<file path="config.mk">
export PLATFORM = sky130hd
export DESIGN_NAME = probe_scheduler
export DESIGN_NICKNAME = d
export VERILOG_FILES = /design/src/rtl/probe_scheduler.sv
export SDC_FILE = /design/constraint.sdc
export NUM_CORES = 1
export LEC_CHECK = 0
export BUFFER_PORTS_ARGS = -buffer_cell sky130_fd_sc_hd__buf_2
export CAP_MARGIN = 20
export CORE_MARGIN = 1.5
export CORE_UTILIZATION = 48
export CTS_CLUSTER_DIAMETER = 100
export DETAILED_ROUTE_END_ITERATION = 7
export GPL_ROUTABILITY_DRIVEN = 0
export PLACE_DENSITY = 0.73
export SYNTH_ARGS = -nofsm -noshare
export SYNTH_HDL_FRONTEND = slang
export SYNTH_SLANG_ARGS = --single-unit
</file>
<file path="constraint.sdc">
create_clock -name ap_clk -period 2.9 [get_ports ap_clk]
set_input_delay 0.58 -clock ap_clk [delete_from_list [all_inputs] [get_ports ap_clk]]
set_output_delay 0.58 -clock ap_clk [all_outputs]
set_load 0.02 [all_outputs]
</file>
<file path="src/rtl/probe_scheduler.sv">
// probe_scheduler: sweeps the masked AXIS channels through a probe core, one capture at a time.
// Build option PROBE_SCHED_STATS_EN: beat_cnt reports the final beat count of the last finished channel.

module probe_scheduler #(
  parameter int NUM     = 8,
  parameter int TIMEOUT = 1000,
  parameter int GAP     = 4
) (
  input  logic        ap_clk,
  input  logic        ap_rst,
  input  logic        start,
  input  logic        abort,
  input  logic [7:0]  chan_mask,
  input  logic [16:0] size_cfg,
  input  logic        probe_tvalid,
  input  logic        probe_tready,
  input  logic        probe_tlast,
  output logic        en,
  output logic [2:0]  sel,
  output logic [16:0] size,
  output logic        busy,
  output logic        done,
  output logic [7:0]  chan_done,
  output logic [7:0]  chan_tmo,
  output logic [16:0] beat_cnt
);

  // state      | meaning
  // ST_IDLE    | waiting for start
  // ST_ARM     | one cycle with sel settled and en low
  // ST_CAPTURE | en high, counting beats and idle cycles
  // ST_GAP     | en low spacing before the next channel
  // ST_FIN     | done pulse, then back to idle

  localparam int IW = (TIMEOUT > 1) ? $clog2(TIMEOUT) : 1;
  localparam int GW = (GAP > 1) ? $clog2(GAP) : 1;
  localparam logic [IW-1:0] IDLE_LAST = IW'(TIMEOUT - 1);
  localparam logic [GW-1:0] GAP_LAST  = GW'(GAP - 1);
  localparam logic [7:0]    NUM_MASK  = 8'((9'd1 << NUM) - 9'd1);
  localparam logic [16:0]   BEAT_MAX  = '1;

  typedef enum logic [2:0] {
    ST_IDLE,
    ST_ARM,
    ST_CAPTURE,
    ST_GAP,
    ST_FIN
  } state_t;

  state_t        state_q, state_d;
  logic [7:0]    mask_q;
  logic [7:0]    start_mask;
  logic [2:0]    first_sel, next_sel;
  logic          first_any, next_any;
  logic [16:0]   beat_q, beat_nxt;
  logic [IW-1:0] idle_q;
  logic [GW-1:0] gap_q;
  logic          beat, cap_done, cap_tmo, cap_end;

  assign beat       = probe_tvalid & probe_tready;
  assign beat_nxt   = (beat_q == BEAT_MAX) ? beat_q : beat_q + 17'd1;
  assign cap_done   = beat && (probe_tlast || ((size != '0) && (beat_nxt == size)));
  // a beat on the would-be timeout cycle wins, hence the !beat term
  assign cap_tmo    = !beat && (idle_q == IDLE_LAST);
  assign cap_end    = (state_q == ST_CAPTURE) && !abort && (cap_done || cap_tmo);
  assign start_mask = chan_mask & NUM_MASK;

  assign en   = (state_q == ST_CAPTURE);
  assign busy = (state_q != ST_IDLE);
  assign done = (state_q == ST_FIN);

  // descending scan leaves the lowest qualifying bit
  always_comb begin
    first_sel = '0;
    first_any = 1'b0;
    next_sel  = '0;
    next_any  = 1'b0;
    for (int i = 7; i >= 0; i--) begin
      if (start_mask[i]) begin
        first_sel = 3'(i);
        first_any = 1'b1;
      end
      if (mask_q[i] && (i > int'(sel))) begin
        next_sel = 3'(i);
        next_any = 1'b1;
      end
    end
  end

  always_comb begin
    state_d = state_q;
    case (state_q)
      ST_IDLE:    if (start) state_d = first_any ? ST_ARM : ST_FIN;
      ST_ARM:     state_d = ST_CAPTURE;
      ST_CAPTURE: if (cap_done || cap_tmo) state_d = ST_GAP;
      ST_GAP:     if (gap_q == '0) state_d = next_any ? ST_ARM : ST_FIN;
      ST_FIN:     state_d = ST_IDLE;
      default:    state_d = ST_IDLE;
    endcase
    if (abort && (state_q != ST_IDLE)) state_d = ST_IDLE;
  end

  always_ff @(posedge ap_clk or posedge ap_rst) begin
    if (ap_rst) begin
      state_q   <= ST_IDLE;
      mask_q    <= '0;
      sel       <= '0;
      size      <= '0;
      chan_done <= '0;
      chan_tmo  <= '0;
      beat_q    <= '0;
      idle_q    <= '0;
      gap_q     <= '0;
    end else begin
      state_q <= state_d;
      case (state_q)
        ST_IDLE: begin
          if (start) begin
            mask_q    <= start_mask;
            size      <= size_cfg;
            sel       <= first_sel;
            chan_done <= '0;
            chan_tmo  <= '0;
          end
        end
        ST_ARM: begin
          beat_q <= '0;
          idle_q <= '0;
        end
        ST_CAPTURE: begin
          if (beat) begin
            beat_q <= beat_nxt;
            idle_q <= '0;
          end else begin
            idle_q <= idle_q + 1'b1;
          end
          if (cap_end) begin
            gap_q <= GAP_LAST;
            if (cap_done) chan_done[sel] <= 1'b1;
            else          chan_tmo[sel]  <= 1'b1;
          end
        end
        ST_GAP: begin
          if (gap_q != '0)         gap_q <= gap_q - 1'b1;
          else if (state_d == ST_ARM) sel <= next_sel;
        end
        default: ;
      endcase
    end
  end

`ifdef PROBE_SCHED_STATS_EN
  logic [16:0] last_q;

  always_ff @(posedge ap_clk or posedge ap_rst) begin
    if (ap_rst)       last_q <= '0;
    else if (cap_end) last_q <= beat ? beat_nxt : beat_q;
  end

  assign beat_cnt = last_q;
`else
  assign beat_cnt = '0;
`endif

endmodule

</file>
== Word-level counts from Yosys, hierarchy flattened ==
Cells that the tools add are included.

* ROM bits: 0
* Bits of input ports: 32
* Output and inout port bits: 56
* Flip-flop bits (word level): 76
* Word-level logic and storage cells: 131
* Bits in writable memories: 0
* Latch bits: 0
* Memories: 0

* Order comparisons: 9
* Shift-type cells: 0
* Multipliers: 0
* Divide/modulo/power cells: 0
* Equal/unequal tests: 16
* Add/sub/neg operators: 3
* Reduce and logical (&&, ||, !) cells: 33
* Mux-type cells: 58
* Bitwise operators: 3

{| class="wikitable"
|+ Operator list
! cell !! number
|-
| $mux W3 || 24
|-
| $mux W8 || 5
|-
| $mux W17 || 2
|-
| $pmux W17 S2 || 1
|-
| $pmux W8 S2 || 2
|-
| $pmux W10 S2 || 1
|-
| $add A17 B1 Y17 const B || 1
|-
| $eq A17 B17 Y1 || 1
|-
| $eq A17 B17 Y1 const B || 1
|-
| $reduce_bool A17 Y1 || 1
|-
| $mux W1 || 16
|-
| $or A8 B8 Y8 || 2
|-
| $logic_and A1 B1 Y1 || 14
|-
| $gt A3 B3 Y1 const A || 4
|-
| $pmux W3 S4 || 1
|-
| $reduce_and A4 Y1 || 3
|-
| $add A10 B1 Y10 const B || 1
|-
| $eq A10 B10 Y1 const B || 1
|-
| $mux W10 || 1
|-
| $ne A2 B2 Y1 const B || 5
|-
| $reduce_bool A2 Y1 || 5
|-
| $eq A3 B1 Y1 const B || 2
|-
| $eq A3 B2 Y1 const B || 2
|-
| $gt A2 B3 Y1 const A || 2
|-
| other kinds (18) || 24
|}

== Logic depth before layout (Yosys ltp) ==
* Word-level depth: 17
* Gate-level depth with buffers: 12
* Mapped depth without buffers: 9

== Worst setup path after synthesis ==
Ideal clock, no wire load.

* Kind: reg2reg
* Start point: register beat_q[0]
* End point: register chan_done[1]
* Arrival time: 2,508 ps
* Cell stages (with the launch flop): 13
* Slack: 288 ps
* Path buffers: 3
* Path through: dfrtp_1 ha_1 buf_2 nand4_1 or4_1 buf_4 a211oi_2 o221ai_2 nor4_2 a31oi_1 nand2b_1 buf_6 o41ai_2

* Word-level cells in the longest chain between the ends: 10
* Elaborated cells between the ends (all ways): 12

{| class="wikitable"
|+ Ends and longest elaborated chain
! what !! line !! text
|-
| from (decl) || 55 || <nowiki>logic [16:0] beat_q, beat_nxt;</nowiki>
|-
| from (signal assigned) || 132 || <nowiki>beat_q <= beat_nxt;</nowiki>
|-
| $add A17 B1 Y17 / $eq A17 B17 Y1 (equally long branches) || 61 || <nowiki>assign beat_nxt = (beat_q == BEAT_MAX) ? beat_q : beat_q + 17'd1;</nowiki>
|-
| $mux W17 * || 61 ||
|-
| $eq A17 B17 Y1 * || 62 || <nowiki>assign cap_done = beat && (probe_tlast || ((size != '0) && (beat_nxt == size)));</nowiki>
|-
| $logic_and A1 B1 Y1 * || 62 ||
|-
| $logic_or A1 B1 Y1 * || 62 ||
|-
| $logic_and A1 B1 Y1 * || 62 ||
|-
| $logic_or A1 B1 Y1 || 65 || <nowiki>assign cap_end = (state_q == ST_CAPTURE) && !abort && (cap_done || cap_tmo);</nowiki>
|-
| $logic_and A1 B1 Y1 || 65 ||
|-
| $ne A2 B1 Y1 (no source line) || -- ||
|-
| $reduce_and A4 Y1 (no source line) * || -- ||
|-
| to (signal assigned) || 109 || <nowiki>chan_done <= '0;</nowiki>
|-
| to (signal assigned) || 122 || <nowiki>chan_done <= '0;</nowiki>
|-
| to (signal, indexed assignment) || 139 || <nowiki>if (cap_done) chan_done[sel] <= 1'b1;</nowiki>
|-
| to (decl) || 23 || <nowiki>output logic [7:0] chan_done,</nowiki>
|}

Every way passes the cells marked *; elsewhere a longest branch is shown, timed or not.
A chain may end at the register's enable or synchronous reset.

== Final worst setup path ==
* Start point: register beat_q[1]
* End point: register state_q[0]

* Word-level cells in the longest chain between the ends: 10
* Elaborated cells between the ends (all ways): 11

{| class="wikitable"
|+ Ends and longest elaborated chain
! what !! line !! text
|-
| $add A17 B1 Y17 / $eq A17 B17 Y1 (equally long branches) || 61 ||
|-
| $mux W17 * || 61 ||
|-
| $eq A17 B17 Y1 * || 62 ||
|-
| $logic_and A1 B1 Y1 * || 62 ||
|-
| $logic_or A1 B1 Y1 * || 62 ||
|-
| $logic_and A1 B1 Y1 * || 62 ||
|-
| $logic_or A1 B1 Y1 * || 95 || <nowiki>ST_CAPTURE: if (cap_done || cap_tmo) state_d = ST_GAP;</nowiki>
|-
| $mux W3 * || 95 ||
|-
| $pmux W3 S4 * || 92 || <nowiki>case (state_q)</nowiki>
|-
| $mux W3 * || 100 || <nowiki>if (abort && (state_q != ST_IDLE)) state_d = ST_IDLE;</nowiki>
|-
| via state_d[0] || 50 || <nowiki>state_t state_q, state_d;</nowiki>
|-
| to (signal assigned) || 115 || <nowiki>state_q <= state_d;</nowiki>
|-
| to (decl) || 50 ||
|}

The timed path passes the listed nets; every way through them passes the cells marked *.

==> run_results.csv <==
group,metric,value,unit
run_status,status,"finished, final reports clean",
drt,dr.first_iter.drc_count,412,
floorplanning,core,9200,um2
worst_setup_path,worstReg2RegStart,"beat_q[1]$_DFFE_PP0P_",
finish,antenna_cells,0,
finish,stdcell_area,5340,um2
clock_tree,clk_latency,0.35,ns
drt,ant_nets,0,
finish,layout-drive-gt1-share,0.231,
synthesis,synthFlopType,"dfrtp_1",
clock_tree,cts_sinks,75,
synthesis,ys_seq_area_frac,0.415,
synthesis,ys_warn_count,0,
timing,hold_viol_final,0,
synthesis,synth_top_area_frac,0.415,
worst_setup_path,crit_required,3.13,ns
finish,area.growth.synth_to_final,18.0,%
floorplanning,chipHeight,100,um
pwr,power_leakage,2.53,nW
drt,avgViaCountPerCell,5.97,
worst_setup_path,worstPathArrival,3.03,ns
worst_setup_path,path_cells,"ha_2, nand3_2, nor2_1, a21oi_1, o311ai_0, a2111oi_4, a31oi_2, nand2b_1, buf_4, o21ai_0",
synthesis,post-synth-top-area-cell,"dfrtp_1",
timing,fmax,0.357,GHz
pwr,vdd_ir_drop_max,0.472,mV
synthesis,synthArstFlopShare,1.00,
global_routing,grt_max_degree,39,
timing,fin_hold_ws,0.250,ns
drt,wl,12.8,mm
worst_setup_path,crit_path_max_fanout,10,
clock_tree,htree_num_levels,3,
clock_tree,cts_setup_buffers,0,
worst_setup_path,cp_num_cells,10,
floorplanning,initial_core_util,0.492,
synthesis,synth.top_cells.by_area,"dfrtp_1 41%, nand2_1 9.2%, o21ai_0 4.5%, nor2_1 4.0%, buf_4 3.2%",
timing,worstMarginPinSlew,0.809,ns
synthesis,syn_area_per_cell,8.26,um2
floorplanning,die_w,100,um
worst_setup_path,cpMaxStageDelayCell,"o311ai_0",
floorplanning,die_area,10000,um2
synthesis,synth_edf_count,0,
synthesis,netlist_instances,548,
placement,dp_hpwl,9.17,mm
clock_tree,ctsRootBufferMaster,"clkbuf_8",
worst_setup_path,critPathBufInv,1,
global_routing,antenna_found_initial,0,
min_path,hold_path.class,"input pin to async pin",
worst_setup_path,criticalPathCategory,"flop to flop",
timing,setup_viol,0,
synthesis,syn_area,4530,um2
clock_tree,cts.reportedPaths.clkPinSlew,0.08,ns
global_routing,grt_overflow,0,
synthesis,yosysUniqueCellTypes,67,
drt,drc_errors,0,
synthesis,ys_ff_latch,75,
worst_setup_path,crit_family,"compound AO/OA/AOI/OAI gates",
timing,fin_worst_skew,0.00682,ns
global_routing,grt_pass1_wl,20.3,mm
worst_setup_path,regToRegSetupSlack,0.10,ns
pwr,p_per_area,822,nW/um2
timing,min_period_over_period,0.965,
finish,fill_cells,823,
clock_tree,cts_made_buffers,9,
job,cap_violations,0,
floorplanning,ios,88,
floorplanning,fp-row-count,35,
timing,slew_violations,0,
placement,port_buffers,70,
clock_tree,ctsLongestPathBuffers,2,
global_routing,grt_pass1_vias,4167,
drt,firstDrtPassIters,5,
drt,dr_total_vias,4462,
worst_setup_path,endpoint_kind,"flop",
finish,layout.nets,667,
worst_setup_path,worst_r2r_path_depth,10,
clock_tree,cts_tree,"built",
worst_setup_path,worst_path_largest_cell_delay,0.68,ns
worst_setup_path,start_kind,"flop",
timing,fin_crit,2.80,ns
worst_setup_path,timing.rr.end,"state_q[0]$_DFF_PP0_",
timing,slew_headroom,0.454,
placement,placed_cell_area,5070,um2
drt,drt-wirelength-per-cell,17.1,um
global_routing,grt_usage,0.257,
how the worst max path moves through the flow:
stage | from | end | slack, ns
finish | beat_q[1]$_DFFE_PP0P_ | state_q[0]$_DFF_PP0_ | 0.10
global route | beat_q[0]$_DFFE_PP0P_ | state_q[0]$_DFF_PP0_ | -0.01
CTS | beat_q[1]$_DFFE_PP0P_ | chan_done[2]$_DFFE_PP0P_ | 0.08
detailed placement | beat_q[1]$_DFFE_PP0P_ | chan_done[2]$_DFFE_PP0P_ | 0.1
global placement | beat_q[0]$_DFFE_PP0P_ | chan_done[2]$_DFFE_PP0P_ | 0.21
floorplan | beat_q[0]$_DFFE_PP0P_ | chan_done[1]$_DFFE_PP0P_ | 0.29
sequential cells by signal (all words and copies together) (netlist names):
register and cells:
mask_q 7, gap_q 2, chan_done 8, chan_tmo 8, sel 3, idle_q 10, size 17, beat_q 17
state_q 3
timing repair:
action,in CTS,in global routing
hold buffers,0,0
endpoints found under the setup margin,0,9
hold endpoints to repair,0,0
gates resized for setup,0,15
cell usage in the layout (no fill, tap or decap), types with 4 or more instances in the layout:
cell,count
a21oi_1,25
a31oi_1,5
and3_1,10
buf_2,70
buf_4,31
clkbuf_8,9
conb_1,17
dfrtp_1,72
inv_1,20
mux2_2,4
nand2_1,111
nand2b_1,6
nand3_1,22
nand4_1,9
nand4b_1,4
nor2_1,48
nor3_1,6
nor4_1,9
o21ai_0,40
o21ai_1,5
o311ai_0,5
o31ai_1,4
or2_2,4
xnor2_1,10
xor2_1,7
Yosys cell counts, drive strengths merged, types with 4 or more instances:
| cell type | instances |
|---|---|
| xnor2 | 10 |
| dfrtp | 75 |
| buf | 31 |
| nor3 | 8 |
| nand2 | 111 |
| nor4 | 12 |
| o311ai | 5 |
| o21ai | 45 |
| clkbuf | 14 |
| nor2 | 48 |
| a21oi | 25 |
| or2 | 4 |
| a31oi | 6 |
| nand2b | 6 |
| o31ai | 5 |
| inv | 21 |
| nand3 | 23 |
| mux2 | 5 |
| nand4 | 11 |
| and3 | 10 |
| xor2 | 7 |
| and2 | 4 |
| or4 | 4 |
| nand4b | 4 |
routing by layer:
metal / up-vias / wire [um] / track usage
met4: 0 / 378 / 0.120
li1: 2068 / - / -
met3: 44 / 1050 / 0.0467
met1: 2095 / 5390 / 0.351
met2: 255 / 5930 / 0.399
met5: - / 0 / 0
metrics by stage:
| stage | instances | setup slack [ns] | total power, mW | utilization | TNS (ns) |
|---|---|---|---|---|---|
| after floorplan | 564 | 0.288 | 2.82 | - | 0 |
| after global placement | 732 | 0.208 | 3.40 | 0.551 | 0 |
| after detailed placement | 732 | 0.0975 | 3.46 | 0.551 | 0 |
| after CTS | 747 | 0.0845 | 4.35 | 0.574 | 0 |
| after global routing | 747 | -0.0105 | 4.66 | 0.581 | -0.0137 |
| final | 747 | 0.100 | 4.39 | 0.581 | 0 |
cells by family (layout without fill, tap and decap cells):
family,count (synthesis),after routing,synth area share
and+or+nand+nor,253,253,0.266
AOI/OAI and AO/OA,125,125,0.184
DFF,75,75,0.415
buffers and inverters,66,138,0.0746
xor gates and xnor gates,17,17,0.0329
muxes,8,8,0.0191
adders and majority gates,3,3,0.00829
other,1,17,0.000828
cell type report:
class / instances / area, um2 / area share
clock buffer: 10 / 128 / 0.0239
multi-input combinational: 423 / 2430 / 0.456
timing repair buffer: 102 / 603 / 0.113
inverter: 21 / 78.8 / 0.0148
sequential: 75 / 1880 / 0.352
clock inverter: 5 / 78.8 / 0.0148
tap: 111 / 139 / 0.0260
power by group:
part / total [mW] / switching, mW / leakage (nW) / internal (mW)
Combinational: 1.88 / 1.19 / 1.43 / 0.695
Sequential: 1.64 / 0.358 / 0.989 / 1.28
Clock: 0.873 / 0.394 / 0.106 / 0.479
(Power assumes the default switching activity.)
